[src/rtl/alu_operand_fetch.sv]
// ---------------------------------------------------------------------------
// alu_operand_fetch
//   Operand fetch stage in front of the ALU. It takes a 6502 group-01 opcode
//   with its operand bytes and computes the effective address. When the mode
//   needs memory data it reads one byte over a req/ack handshake. It then
//   issues a single-cycle ALU command. Non-ALU or unsupported opcodes are
//   rejected with an illegal pulse. A stalled read is abandoned with bus_err.
//
// Parameters
//   ZP_BASE  base address OR'd onto zero-page effective addresses
//   TIMEOUT  MEM cycles to wait for mem_ack before bus_err (0 = wait forever)
//
// Optional build macro
//   PAGE_CROSS_PENALTY_EN  adds a FIX cycle on abs,X/Y page crossings. During
//                          FIX, mem_addr shows the uncorrected {op_hi, ea[7:0]}.
//
// Ports
//   clk, rst (asynchronous, active low)
//   instr_valid/instr_ready      instruction handshake (ready only in IDLE)
//   opcode, op_lo, op_hi         opcode byte and operand bytes
//   idx_x, idx_y                 index registers
//   mem_req/mem_addr/mem_rdata/mem_ack  byte read interface
//   alu_valid, alu_op, alu_operand, page_cross   ALU issue
//   illegal, bus_err             one-cycle error pulses
// ---------------------------------------------------------------------------
module alu_operand_fetch #(
    parameter logic [15:0] ZP_BASE = 16'h0000,
    parameter int unsigned TIMEOUT = 16
) (
    input  logic        clk,
    input  logic        rst,
    input  logic        instr_valid,
    output logic        instr_ready,
    input  logic [7:0]  opcode,
    input  logic [7:0]  op_lo,
    input  logic [7:0]  op_hi,
    input  logic [7:0]  idx_x,
    input  logic [7:0]  idx_y,
    output logic        mem_req,
    output logic [15:0] mem_addr,
    input  logic [7:0]  mem_rdata,
    input  logic        mem_ack,
    output logic        alu_valid,
    output logic [3:0]  alu_op,
    output logic [7:0]  alu_operand,
    output logic        page_cross,
    output logic        illegal,
    output logic        bus_err
);

    typedef enum logic [2:0] {
        S_IDLE,
        S_ADDR,
        S_FIX,
        S_MEM,
        S_ISSUE,
        S_ERR
    } state_t;

    localparam logic [2:0]  MODE_ZP   = 3'b001;
    localparam logic [2:0]  MODE_IMM  = 3'b010;
    localparam logic [2:0]  MODE_ABS  = 3'b011;
    localparam logic [2:0]  MODE_ZPX  = 3'b101;
    localparam logic [2:0]  MODE_ABSY = 3'b110;
    localparam logic [2:0]  MODE_ABSX = 3'b111;
    localparam logic [15:0] TO_LAST   = (TIMEOUT != 0) ? 16'(TIMEOUT - 1) : 16'h0000;

    // Legal means: group 01, not STA/LDA, and not an indirect mode.
    function automatic logic is_legal(input logic [7:0] opc);
        logic ok;
        ok = (opc[1:0] == 2'b01);
        if (opc[7:5] == 3'b100 || opc[7:5] == 3'b101) ok = 1'b0;
        if (opc[4:2] == 3'b000 || opc[4:2] == 3'b100) ok = 1'b0;
        return ok;
    endfunction

    function automatic logic [3:0] map_op(input logic [2:0] aaa);
        logic [3:0] op;
        case (aaa)
            3'b000:  op = 4'd3;   // ORA
            3'b001:  op = 4'd2;   // AND
            3'b010:  op = 4'd4;   // EOR
            3'b011:  op = 4'd0;   // ADC
            3'b110:  op = 4'd5;   // CMP
            3'b111:  op = 4'd1;   // SBC
            default: op = 4'd0;
        endcase
        return op;
    endfunction

    state_t      state_reg, state_next;
    logic [7:0]  opcode_reg, lo_reg, hi_reg, x_reg, y_reg;
    logic [7:0]  operand_reg;
    logic [15:0] mem_addr_reg;
    logic [15:0] to_cnt_reg;
    logic        bus_flag_reg;
    logic [3:0]  last_op_reg;
    logic [7:0]  last_operand_reg;

    logic [2:0]  mode;
    logic [7:0]  zpx_sum;
    logic [15:0] abs_addr;
    logic [15:0] ea;
    logic        page_cross_c;
    logic [3:0]  op_c;
    logic        timed_out;

    // Effective address from the latched instruction. These registers stay
    // stable for the whole transaction, so ea can be combinational.
    assign mode     = opcode_reg[4:2];
    assign zpx_sum  = lo_reg + x_reg;          // wraps within the zero page
    assign abs_addr = {hi_reg, lo_reg};
    assign op_c     = map_op(opcode_reg[7:5]);

    always_comb begin
        ea = abs_addr;
        case (mode)
            MODE_ZP:   ea = ZP_BASE | {8'h00, lo_reg};
            MODE_ZPX:  ea = ZP_BASE | {8'h00, zpx_sum};
            MODE_ABS:  ea = abs_addr;
            MODE_ABSY: ea = abs_addr + {8'h00, y_reg};
            MODE_ABSX: ea = abs_addr + {8'h00, x_reg};
            default:   ea = abs_addr;
        endcase
    end

    assign page_cross_c = ((mode == MODE_ABSX) || (mode == MODE_ABSY)) &&
                          (ea[15:8] != hi_reg);

    assign timed_out = (TIMEOUT != 0) && (to_cnt_reg == TO_LAST);

    always_comb begin
        state_next = state_reg;
        case (state_reg)
            S_IDLE: begin
                if (instr_valid) begin
                    if (!is_legal(opcode))
                        state_next = S_ERR;
                    else if (opcode[4:2] == MODE_IMM)
                        state_next = S_ISSUE;
                    else
                        state_next = S_ADDR;
                end
            end
            S_ADDR: begin
                state_next = S_MEM;
`ifdef PAGE_CROSS_PENALTY_EN
                if (page_cross_c) state_next = S_FIX;
`endif
            end
            S_FIX:   state_next = S_MEM;
            S_MEM: begin
                if (mem_ack)
                    state_next = S_ISSUE;
                else if (timed_out)
                    state_next = S_ERR;
            end
            S_ISSUE: state_next = S_IDLE;
            S_ERR:   state_next = S_IDLE;
            default: state_next = S_IDLE;
        endcase
    end

    always_ff @(posedge clk or negedge rst) begin
        if (!rst) begin
            state_reg        <= S_IDLE;
            opcode_reg       <= 8'h00;
            lo_reg           <= 8'h00;
            hi_reg           <= 8'h00;
            x_reg            <= 8'h00;
            y_reg            <= 8'h00;
            operand_reg      <= 8'h00;
            mem_addr_reg     <= 16'h0000;
            to_cnt_reg       <= 16'h0000;
            bus_flag_reg     <= 1'b0;
            last_op_reg      <= 4'h0;
            last_operand_reg <= 8'h00;
        end else begin
            state_reg <= state_next;
            case (state_reg)
                S_IDLE: begin
                    if (instr_valid) begin
                        opcode_reg   <= opcode;
                        lo_reg       <= op_lo;
                        hi_reg       <= op_hi;
                        x_reg        <= idx_x;
                        y_reg        <= idx_y;
                        operand_reg  <= op_lo;   // immediate operand; replaced by read data otherwise
                        bus_flag_reg <= 1'b0;
                    end
                end
                S_ADDR: begin
                    to_cnt_reg   <= 16'h0000;
`ifdef PAGE_CROSS_PENALTY_EN
                    // The FIX cycle exposes the uncarried address first.
                    mem_addr_reg <= page_cross_c ? {hi_reg, ea[7:0]} : ea;
`else
                    mem_addr_reg <= ea;
`endif
                end
                S_FIX: begin
                    to_cnt_reg   <= 16'h0000;
                    mem_addr_reg <= ea;
                end
                S_MEM: begin
                    if (mem_ack)
                        operand_reg <= mem_rdata;
                    else if (timed_out)
                        bus_flag_reg <= 1'b1;
                    else
                        to_cnt_reg <= to_cnt_reg + 16'd1;
                end
                S_ISSUE: begin
                    last_op_reg      <= op_c;
                    last_operand_reg <= operand_reg;
                end
                default: ;
            endcase
        end
    end

    // ALU outputs show the live command during ISSUE. At all other times they
    // show the last issued command, so the ALU sees stable values between strobes.
    assign instr_ready = (state_reg == S_IDLE);
    assign mem_req     = (state_reg == S_MEM);
    assign mem_addr    = mem_addr_reg;
    assign alu_valid   = (state_reg == S_ISSUE);
    assign alu_op      = alu_valid ? op_c : last_op_reg;
    assign alu_operand = alu_valid ? operand_reg : last_operand_reg;
    assign page_cross  = alu_valid && page_cross_c;
    assign illegal     = (state_reg == S_ERR) && !bus_flag_reg;
    assign bus_err     = (state_reg == S_ERR) && bus_flag_reg;

endmodule

[config.mk]
export PLATFORM = sky130hd
export DESIGN_NAME = alu_operand_fetch
export DESIGN_NICKNAME = d
export VERILOG_FILES = /design/src/rtl/alu_operand_fetch.sv
export SDC_FILE = /design/constraint.sdc
export NUM_CORES = 1
export LEC_CHECK = 0
export ABC_AREA = 1
export ABC_CLOCK_PERIOD_IN_PS = 4200
export CORE_ASPECT_RATIO = 0.7
export CORE_MARGIN = 3
export CORE_UTILIZATION = 45
export CTS_CLUSTER_DIAMETER = 120
export DETAILED_ROUTE_END_ITERATION = 8
export DONT_BUFFER_PORTS = 1
export MAX_ROUTING_LAYER = met4
export PLACE_DENSITY_LB_ADDON = 0.15
export SKIP_CTS_REPAIR_TIMING = 1
export SLEW_MARGIN = 20
export SYNTH_ARGS = -nofsm -noshare
export SYNTH_HDL_FRONTEND = slang
export SYNTH_SLANG_ARGS = --single-unit
[constraint.sdc]
create_clock -name clk -period 4.2 [get_ports clk]
set_input_delay 0 -clock clk [delete_from_list [all_inputs] [get_ports clk]]
set_output_delay 0 -clock clk [all_outputs]
set_load 0.01 [all_outputs]
==> flow_summary.toml, run 1 <==
[yosys]
synth_edf_count = 0
synth_cell_types = 44
synth_cells = 704
syn_area_mm2 = 0.00534
synthFlopType = "dfrtp_1"
syn-mean-instance-area_um2 = 7.59
async_flop_share_pct = 100
ys_warn_count = 0
synthesis.nets = 775
yosysTopAreaCell = "dfrtp_1"
synth_top_area_share_pct = 44.0
synth-seq-cells = 94
synth-seq-area-share_pct = 44.0
synth_area_leaders = "dfrtp_1 44%, nand2_1 17%, inv_1 4.8%"

[routing]
dr_wl_met3_um = 991
dr.pass1.iters = 5
wl_per_cell_um = 16.3
finalWirelength_um = 14800
vias_per_cell = 5.34
wl_met1_um = 7320
wl_met2_um = 6210
drc = 0
num_vias = 4832
detail-route-antenna-nets = 0
top_layer_used = "met4"
drt_iter0_markers = 337

[floorplanning]
die_h_um = 97.2
start_util_pct = 47.3
ios = 86
rows = 32
core-area_mm2 = 0.0113
dieArea_mm2 = 0.0132
die_w_um = 136

[min_path]
min_from = "opcode[2]"
hold_path.class = "in2reg"

[worst_setup_path]
rrSetupSlack_ns = 1.17
crit_fanout = 9
cp-start-kind = "flop"
cp.arrival_ns = 3.32
crit_chain = "nand2_2 > inv_2 > nand2_1 > mux2_2 > ha_1 > inv_1 > fa_1 > inv_1 > nand3_1 > nand3_1 > nand2_1 > nand2_1 > nand2_1 > nand3_1 > o21bai_1 > a21oi_1"
slowest_stage = "dfrtp_1"
startpoint = "opcode_reg[3]"
crit_top_cell = "nand2_1"
rr_endpoint = "mem_addr[12]"
crit_path_end_kind = "output pin"
endpoint = "page_cross"
crit_type = "reg2out"
r2r-start = "opcode_reg[3]"
reg2regPathDepth = 18
worst_ep_required_time_ns = 4.20
max_stage_delay_ns = 0.40

[place]
port_buffers = 0
gp_congestion = 0.964
dp.cells = 839
place_ws_ns = 1.26
placed_cell_area_mm2 = 0.00543
place_hpwl_um = 10500

[sta]
worstMarginPinSlew_ns = 0.674
layout_setup_ws_ns = 0.878
relSlewSlack_pct = 55.0
max_freq_mhz = 301
setup_viol = 0
post-route-min-period_ns = 3.32
hold_viol = 0
rsz0062_at_grt = "false"
fin_setup_tns_ns = 0
maxSlewViolCount = 0
clock_skew_ns = 0.00709
timing.final.crit_share_pct = 79.1

[clock_network]
clock-sinks = 94
cts_tree = "built"
clockRootBuffer = "clkbuf_16"
clk_pin_slew_ns = 0.07
clkLatencyLatePin_ns = 0.35
clockBufferDepth = 2
htreeDepth = 3
cts_buffers = 9

[global_routing]
grt_pass1_vias = 4343
grt_antenna_before_repair = 0
grt_usage_pct = 22.5
grt_max_degree = 95
grt_pass1_wl_um = 22900
overflow = 0

[cells_and_area]
nNetsFinal = 819
multiInputGateArea_mm2 = 0.00260
finalInstanceArea_mm2 = 0.00628
post-route-util_pct = 55.6
num-fill-cells = 1050
antenna_cells = 0
drive_gt1_share_pct = 6.12
regArea_mm2 = 0.00235
final_cells = 905
area_growth_pct = 17.5

[pwr]
intPower_mw = 2.46
p_leak_nw = 3.04
p_clk_share_pct = 19.8
p_sw_share_pct = 46.0
p_seq_share_pct = 35.3
power.density_mw_per_mm2 = 726
power_switching_mw = 2.10
ir_drop_v = 0.000249
pwr-share-comb_pct = 44.9

[flow_run]
drv_cap = 0

[status]
status = "finished clean"
[synthesized netlist by cell type, types with 2 or more instances]
master,instances
o22ai_1,3
clkbuf_1,3
or2_2,2
buf_4,3
o21ai_0,49
fa_1,2
ha_1,17
xor2_1,7
dfrtp_1,94
o21ai_1,4
o211ai_1,2
buf_1,2
buf_2,9
nor2_2,2
o21ai_2,2
a31oi_1,8
a22oi_1,2
a21oi_1,22
inv_1,68
nor4_1,3
nand3_1,38
nor3b_1,2
o21bai_1,3
nand2_1,240
xnor2_1,5
inv_2,5
nor3_1,12
buf_6,2
nor2_4,4
o31ai_1,3
nor2_1,56
mux2_2,7
a21o_1,3
nand4_1,8
nand2_2,3
[power groups by stage]
stage / sequential, mW / combinational (mW) / clock [mW]
6_report: 1.61 / 2.05 / 0.901
5_1_grt: 1.64 / 2.33 / 0.952
4_1_cts: 1.60 / 1.93 / 0.923
3_5_place_dp: 1.61 / 1.92 / 0
3_3_place_gp: 1.61 / 1.89 / 0
2_1_floorplan: 1.49 / 1.56 / 0
[per-layer routing]
layer | track usage (%) | up-vias
li1 | - | 2370
met5 | - | -
met4 | 6.35 | 0
met1 | 33.2 | 2272
met3 | 5.43 | 27
met2 | 30.5 | 163
[logic make-up (layout without fill, tap and decap cells)]
kind of cell,after synthesis,after routing,synth area share [%]
xor+xnor,12,12,1.97
simple gates,373,373,29.3
flops,94,94,44.0
compound gates,106,106,11.3
mux,7,7,1.48
buf+inv,93,141,7.28
fa+ha+maj,19,19,4.73
[layout by cell type, fill, tap and decap left out, types with 4 or more instances in the layout]
cell           Yosys  layout
nand2_1          240     240
o21ai_0           49      49
mux2_2             7       7
xor2_1             7       7
a31oi_1            8       8
nor2_1            56      56
nor3_1            12      12
inv_2              5       5
a21oi_1           22      22
dfrtp_1           94      94
nand4_1            8       8
nor2_4             4       4
dlygate4sd3_1      0      50
ha_1              17      17
nand3_1           38      38
inv_1             68      68
o21ai_1            4       4
xnor2_1            5       5
clkbuf_16          0       9
[layout make-up]
type | count | share of cell area [%]
clock buffers | 9 | 3.59
clock inverters | 6 | 1.49
inverters | 74 | 4.46
multi-input cells | 517 | 41.4
flip-flops and latches | 94 | 37.5
well taps | 153 | 3.05
repair buffers | 52 | 8.53
[worst min-delay path by stage]
| stage | slack, ns | end | cells after the start |
|---|---|---|---|
| 3_5_place_dp | -0.29 | mem_addr[10] | 0 |
| 6_report | 0.04 | state_reg[2] | 5 |
| 5_1_grt | 0.05 | state_reg[2] | 5 |
| 2_1_floorplan | -0.30 | bus_flag_reg | 0 |
| 3_3_place_gp | -0.29 | mem_addr[10] | 0 |
| 4_1_cts | -0.67 | x_reg[4] | 0 |
[through the flow]
step	hold WS (ns)	total power [mW]
floorplan	-0.296	3.05
global placement	-0.292	3.50
detailed placement	-0.292	3.54
CTS	-0.667	4.45
global route	0.0532	4.93
finish	0.0366	4.56
[worst max-delay path, delay by kind of cell, from the launching register on]
kind	cells	cell delay (ns)
buffers and inverters	3	0.38
adders and majority gates	2	0.55
and+or+nand+nor	8	0.97
AOI/OAI and AO/OA	2	0.36
muxes	1	0.31
DFF	1	0.40
Note: power is estimated with default switching activity, not from simulation.
==> run 2: changes to the inputs <==
--- a/config.mk
+++ b/config.mk
@@ -6,7 +6,7 @@
 export NUM_CORES = 1
 export LEC_CHECK = 0
 export ABC_AREA = 1
-export ABC_CLOCK_PERIOD_IN_PS = 4200
+export ABC_CLOCK_PERIOD_IN_PS = 2950
 export CORE_ASPECT_RATIO = 0.7
 export CORE_MARGIN = 3
 export CORE_UTILIZATION = 45
==> constraint.sdc (replaced) <==
create_clock -name clk -period 2.95 [get_ports clk]
set_input_delay 0 -clock clk [delete_from_list [all_inputs] [get_ports clk]]
set_output_delay 0 -clock clk [all_outputs]
set_load 0.01 [all_outputs]
==> flow_summary.toml, run 2 (synthesized netlist as in run 1, its figures left out) <==
[routing]
drc = 0
vias_per_cell = 5.36
num_vias = 4911
wl_per_cell_um = 16.5
dr.pass1.iters = 5
detail-route-antenna-nets = 0
finalWirelength_um = 15100
drt_iter0_markers = 316

[pwr]
pwr-share-comb_pct = 47.1
power.density_mw_per_mm2 = 1030
p_seq_share_pct = 35.2
p_clk_share_pct = 17.7
p_leak_nw = 3.10
intPower_mw = 3.48
ir_drop_v = 0.000443
p_sw_share_pct = 47.1
p_total_mw = 6.58
power_switching_mw = 3.10

[global_routing]
grt_antenna_before_repair = 0
grt_pass1_vias = 4499
grt_usage_pct = 22.8
grt_max_degree = 95
overflow = 0
grt_pass1_wl_um = 23400

[sta]
clock_skew_ns = 0.0126
hold_viol = 1
timing.final.crit_share_pct = 95.2
post-route-min-period_ns = 2.81
relSlewSlack_pct = 63.5
layout_setup_ws_ns = 0.142
max_freq_mhz = 356
worstMarginPinSlew_ns = 0.542
setup_viol = 0
holdWs_ns = -0.00116
maxSlewViolCount = 0
fin_setup_tns_ns = 0

[place]
gp_congestion = 1.00
placed_cell_area_mm2 = 0.00547
place_ws_ns = 0.0283
port_buffers = 0
place_hpwl_um = 10600
dp.cells = 844

[floorplanning]
start_util_pct = 47.3
ios = 86
dieArea_mm2 = 0.0132
die_w_um = 136
die_h_um = 97.2
core-area_mm2 = 0.0113
rows = 32

[flow_run]
drv_cap = 0

[clock_network]
cts_tree = "built"
clockBufferDepth = 2
htreeDepth = 3
clkLatencyLatePin_ns = 0.35
clock-sinks = 94
cts_buffers = 9
clockRootBuffer = "clkbuf_16"
clk_pin_slew_ns = 0.07

[cells_and_area]
nNetsFinal = 829
final_cell_mix = "239 x nand2_1, 94 x dfrtp_1, 67 x inv_1"
finalInstanceArea_mm2 = 0.00642
regArea_mm2 = 0.00235
area_growth_pct = 20.1
num-fill-cells = 1056
drive_gt1_share_pct = 9.17
final_cells = 916
final_common_cell = "nand2_1"
multiInputGateArea_mm2 = 0.00269
antenna_cells = 0
post-route-util_pct = 56.8

[worst_setup_path]
worst_ep_required_time_ns = 2.95
crit_type = "reg2out"
startpoint = "opcode_reg[3]"
crit_path_end_kind = "output pin"
rr_endpoint = "mem_addr[12]"
crit_fanout = 8
reg2regPathDepth = 18
endpoint = "page_cross"
cp.arrival_ns = 2.81
r2r-start = "opcode_reg[3]"
rrSetupSlack_ns = 0.36
cp-start-kind = "flop"

[status]
violations = "negative hold slack"
status = "finished with violations"

[min_path]
hold_path.class = "in2reg"
-- run 2: changes by cell type in the layout (fill, tap and decap cells not counted), moves of 2 or more --
cell / previous run / this run
ha_4: 0 / 3
buf_4: 1 / 8
nand2_4: 1 / 3
nand3_2: 1 / 4
bufinv_16: 2 / 0
nor2_2: 2 / 5
nand3_1: 38 / 35
ha_2: 0 / 2
nor2_1: 56 / 53
ha_1: 17 / 12
inv_8: 0 / 3
dlygate4sd3_1: 50 / 52
-- run 2: layout make-up --
| cell class | count | share of cell area, % |
|---|---|---|
| multi-input cells | 518 | 41.9 |
| flip-flops and latches | 94 | 36.7 |
| repair buffers | 61 | 9.48 |
| inverters | 74 | 4.41 |
| clock buffers | 9 | 3.51 |
| well taps | 153 | 2.98 |
| clock inverters | 7 | 1.03 |
-- run 2: per-layer routing --
metal	wire [µm]	share of wire [%]	GRT usage, %
met5	0	0	-
met4	145	0.96	5.50
met3	1040	6.8	4.87
met2	6630	44	31.7
met1	7330	48	34.0
-- run 2: how the worst min path moves through the flow --
stage              endpoint  startpoint  depth (start not counted)
3_3_place_gp   mem_addr[10]         rst                          0
2_1_floorplan  bus_flag_reg         rst                          0
5_1_grt        state_reg[2]   opcode[2]                          5
4_1_cts        mem_addr[10]         rst                          0
6_report       state_reg[2]   opcode[2]                          5
3_5_place_dp   mem_addr[10]         rst                          0
-- run 2: worst max-delay path, stage by stage (launching register included) --
cell and delay, ns:
dfrtp_1 0.42, nand2_4 0.11, inv_4 0.09, nand2_4 0.08, mux2_2 0.24, ha_2 0.20, inv_1 0.07, fa_2 0.35
inv_2 0.10, nand3_1 0.09, nand3_2 0.10, nand2_1 0.06, nand2_1 0.07, nand2_1 0.09, nand3_1 0.10, o21bai_1 0.08
a21oi_2 0.22
-- run 2: power groups by stage --
stage / Clock [mW] / Sequential (mW) / Combinational [mW]
floorplan: 0 / 2.12 / 2.22
global placement: 0 / 2.30 / 2.73
detailed placement: 0 / 2.31 / 2.79
CTS: 1.20 / 2.29 / 2.81
global route: 1.25 / 2.38 / 3.52
finish: 1.17 / 2.31 / 3.10
==> run 3: changes to the inputs <==
--- a/config.mk
+++ b/config.mk
@@ -5,11 +5,11 @@
 export SDC_FILE = /design/constraint.sdc
 export NUM_CORES = 1
 export LEC_CHECK = 0
-export ABC_AREA = 1
 export ABC_CLOCK_PERIOD_IN_PS = 2950
 export CORE_ASPECT_RATIO = 0.7
 export CORE_MARGIN = 3
-export CORE_UTILIZATION = 45
+export CORE_UTILIZATION = 60
+export CTS_BUF_LIST = sky130_fd_sc_hd__clkbuf_4
 export CTS_CLUSTER_DIAMETER = 120
 export DETAILED_ROUTE_END_ITERATION = 8
 export DONT_BUFFER_PORTS = 1
==> flow_summary.toml, run 3 <==
[min_path]
min_from = "instr_valid"
holdPathStages = 3
hold_end = "opcode_reg[5]"
hold_path.class = "in2reg"

[yosys]
synthXorXnorAreaFrac_pct = 5.64
synth_top_family_by_area = "simple AND/OR/NAND/NOR gates"
yosys.area_share.simple_pct = 25.0
synthMuxAreaShare_pct = 2.01
synth_top_area_share_pct = 47.3
synthMostInstantiatedCell = "nand2_1"
ys_warn_count = 0
synth_edf_count = 0
synth_fa_ha_area_share_pct = 5.08
async_flop_share_pct = 100
syn_area_mm2 = 0.00497
yosysTopAreaCell = "dfrtp_1"
synth_area_leaders = "dfrtp_1 47%, nand2_1 13%, ha_1 4.3%"
synth-seq-cells = 94
syn-mean-instance-area_um2 = 9.01
synth_commonest_cells = "172 x nand2_1, 94 x dfrtp_1, 46 x nor2_1, 24 x o21ai_0, 18 x xor2_1"
synth_cells = 552
synthFlopType = "dfrtp_1"
synth_cell_types = 68
synthesis.nets = 623
synth_compound_area_share_pct = 11.6
synth-seq-area-share_pct = 47.3

[routing]
finalWirelength_um = 12800
wl_per_cell_um = 17.9
dr.pass1.iters = 5
detail-route-antenna-nets = 0
drt_iter0_markers = 406
drc = 0
vias_per_cell = 5.82
num_vias = 4180

[worst_setup_path]
crit_cells = 13
rrSetupSlack_ns = 0.16
max_stage_delay_ns = 0.43
crit_path_end_kind = "output pin"
cp.arrival_ns = 3.10
r2r-start = "opcode_reg[3]"
reg2regPathDepth = 13
crit_chain = "and2_4 > nand2_4 > mux2_4 > ha_4 > inv_2 > fa_2 > and2b_1 > o31a_4 > o21ai_4 > a21oi_2 > nor2_1 > nor3_1 > buf_4"
slowest_stage = "dfrtp_1"
rr_endpoint = "mem_addr[14]"
cp.buffers_inverters = 2
worst_ep_required_time_ns = 2.95
startpoint = "opcode_reg[3]"
crit_family = "simple AND/OR/NAND/NOR gates"
crit_type = "reg2out"
crit_fanout = 6
cp-start-kind = "flop"

[global_routing]
grt_util_met3_pct = 7.79
grt_usage_pct = 26.6
overflow = 0
grt_pass1_wl_um = 18600
grt_antenna_before_repair = 0
grt_use_met1_pct = 37.9
grt_max_degree = 95
grt-busiest-layer = "met1"
gr-usage-met2_pct = 37.3
grt_pass1_vias = 3670

[floorplanning]
start_util_pct = 62.4
core-area_mm2 = 0.00797
rows = 27
dieArea_mm2 = 0.00943
die_w_um = 115
die_h_um = 82.2
ios = 86

[status]
status = "finished with violations"
violations = "negative hold slack, negative setup slack"

[sta]
rsz0062_at_grt = "true"
clock_skew_ns = 0.00966
maxSlewViolCount = 0
holdWs_ns = -0.00984
setup_viol = 1
worstMarginPinSlew_ns = 0.774
layout_setup_ws_ns = -0.149
hold_viol = 1
post-route-min-period_ns = 3.10
relSlewSlack_pct = 48.4
timing.final.crit_share_pct = 105
fin_setup_tns_ns = -0.149
max_freq_mhz = 323

[place]
gp_congestion = 0.897
dp.cells = 638
place_ws_ns = 0.0632
place_hpwl_um = 8440
port_buffers = 0

[cells_and_area]
num-fill-cells = 586
drive_gt1_share_pct = 11.3
regArea_mm2 = 0.00235
antenna_cells = 0
area_growth_pct = 18.5
final_common_cell = "nand2_1"
nNetsFinal = 683
final_cell_mix = "171 x nand2_1, 94 x dfrtp_1, 51 x dlygate4sd3_1"
final_cells = 718
multiInputGateArea_mm2 = 0.00254

[clock_network]
clockBufferDepth = 2
cts_tree = "built"
cts_buffers = 9
clockRootBuffer = "clkbuf_4"
clock-sinks = 94
clk_pin_slew_ns = 0.15
clkLatencyLatePin_ns = 0.46
htreeDepth = 3

[pwr]
ir_drop_v = 0.000554
p_leak_nw = 2.73
p_total_mw = 5.93
power.density_mw_per_mm2 = 1010

[flow_run]
drv_cap = 0
## run 3: how the worst max path moves through the flow
stage | to | slack [ns]
after floorplan | mem_addr[10] | 0.12
after global placement | mem_addr[12] | 0.18
after detailed placement | mem_addr[14] | 0.06
after CTS | page_cross | -0.40
after global routing | page_cross | -0.26
final | page_cross | -0.15
## run 3: logic make-up (layout without fill, tap and decap cells)
logic type / after synthesis / after routing
AO/OA/AOI/OAI: 83 / 83
AND/OR/NAND/NOR: 280 / 280
adder cells (fa/ha/maj): 19 / 19
buffers and inverters: 35 / 100
multiplexers: 9 / 9
flip-flops: 94 / 94
XOR/XNOR: 32 / 32
## run 3: final cells by class
type | count | share of cell area (%)
clock inverter | 7 | 1.23
clock buffer | 9 | 1.15
timing repair buffer | 72 | 11.7
tap | 101 | 2.14
inverter | 12 | 0.764
sequential | 94 | 39.9
multi-input combinational | 423 | 43.1
## run 3: power breakdown
part	internal, mW	switching, mW	leakage, nW
clock network	0.261	0.448	0.0756
logic	1.19	1.76	1.46
registers	1.77	0.506	1.19
## run 3: per-layer routing
| metal | wire [µm] | part of all wire, % |
|---|---|---|
| met2 | 5660 | 44 |
| met4 | 197 | 1.5 |
| met5 | 0 | 0 |
| met3 | 925 | 7.2 |
| met1 | 6040 | 47 |
## run 3: worst min-delay path: cells and delay by family
family,cells,cell delay (ns)
AND/OR/NAND/NOR,3,0.43
## run 3: stage by stage
step | instance area (µm²) | util, %
detailed placement | 5040 | 63.2
finish | 5890 | 73.9
global placement | 5040 | 63.2
CTS | 5180 | 65.0
global route | 5890 | 73.9
floorplan | 4970 | -
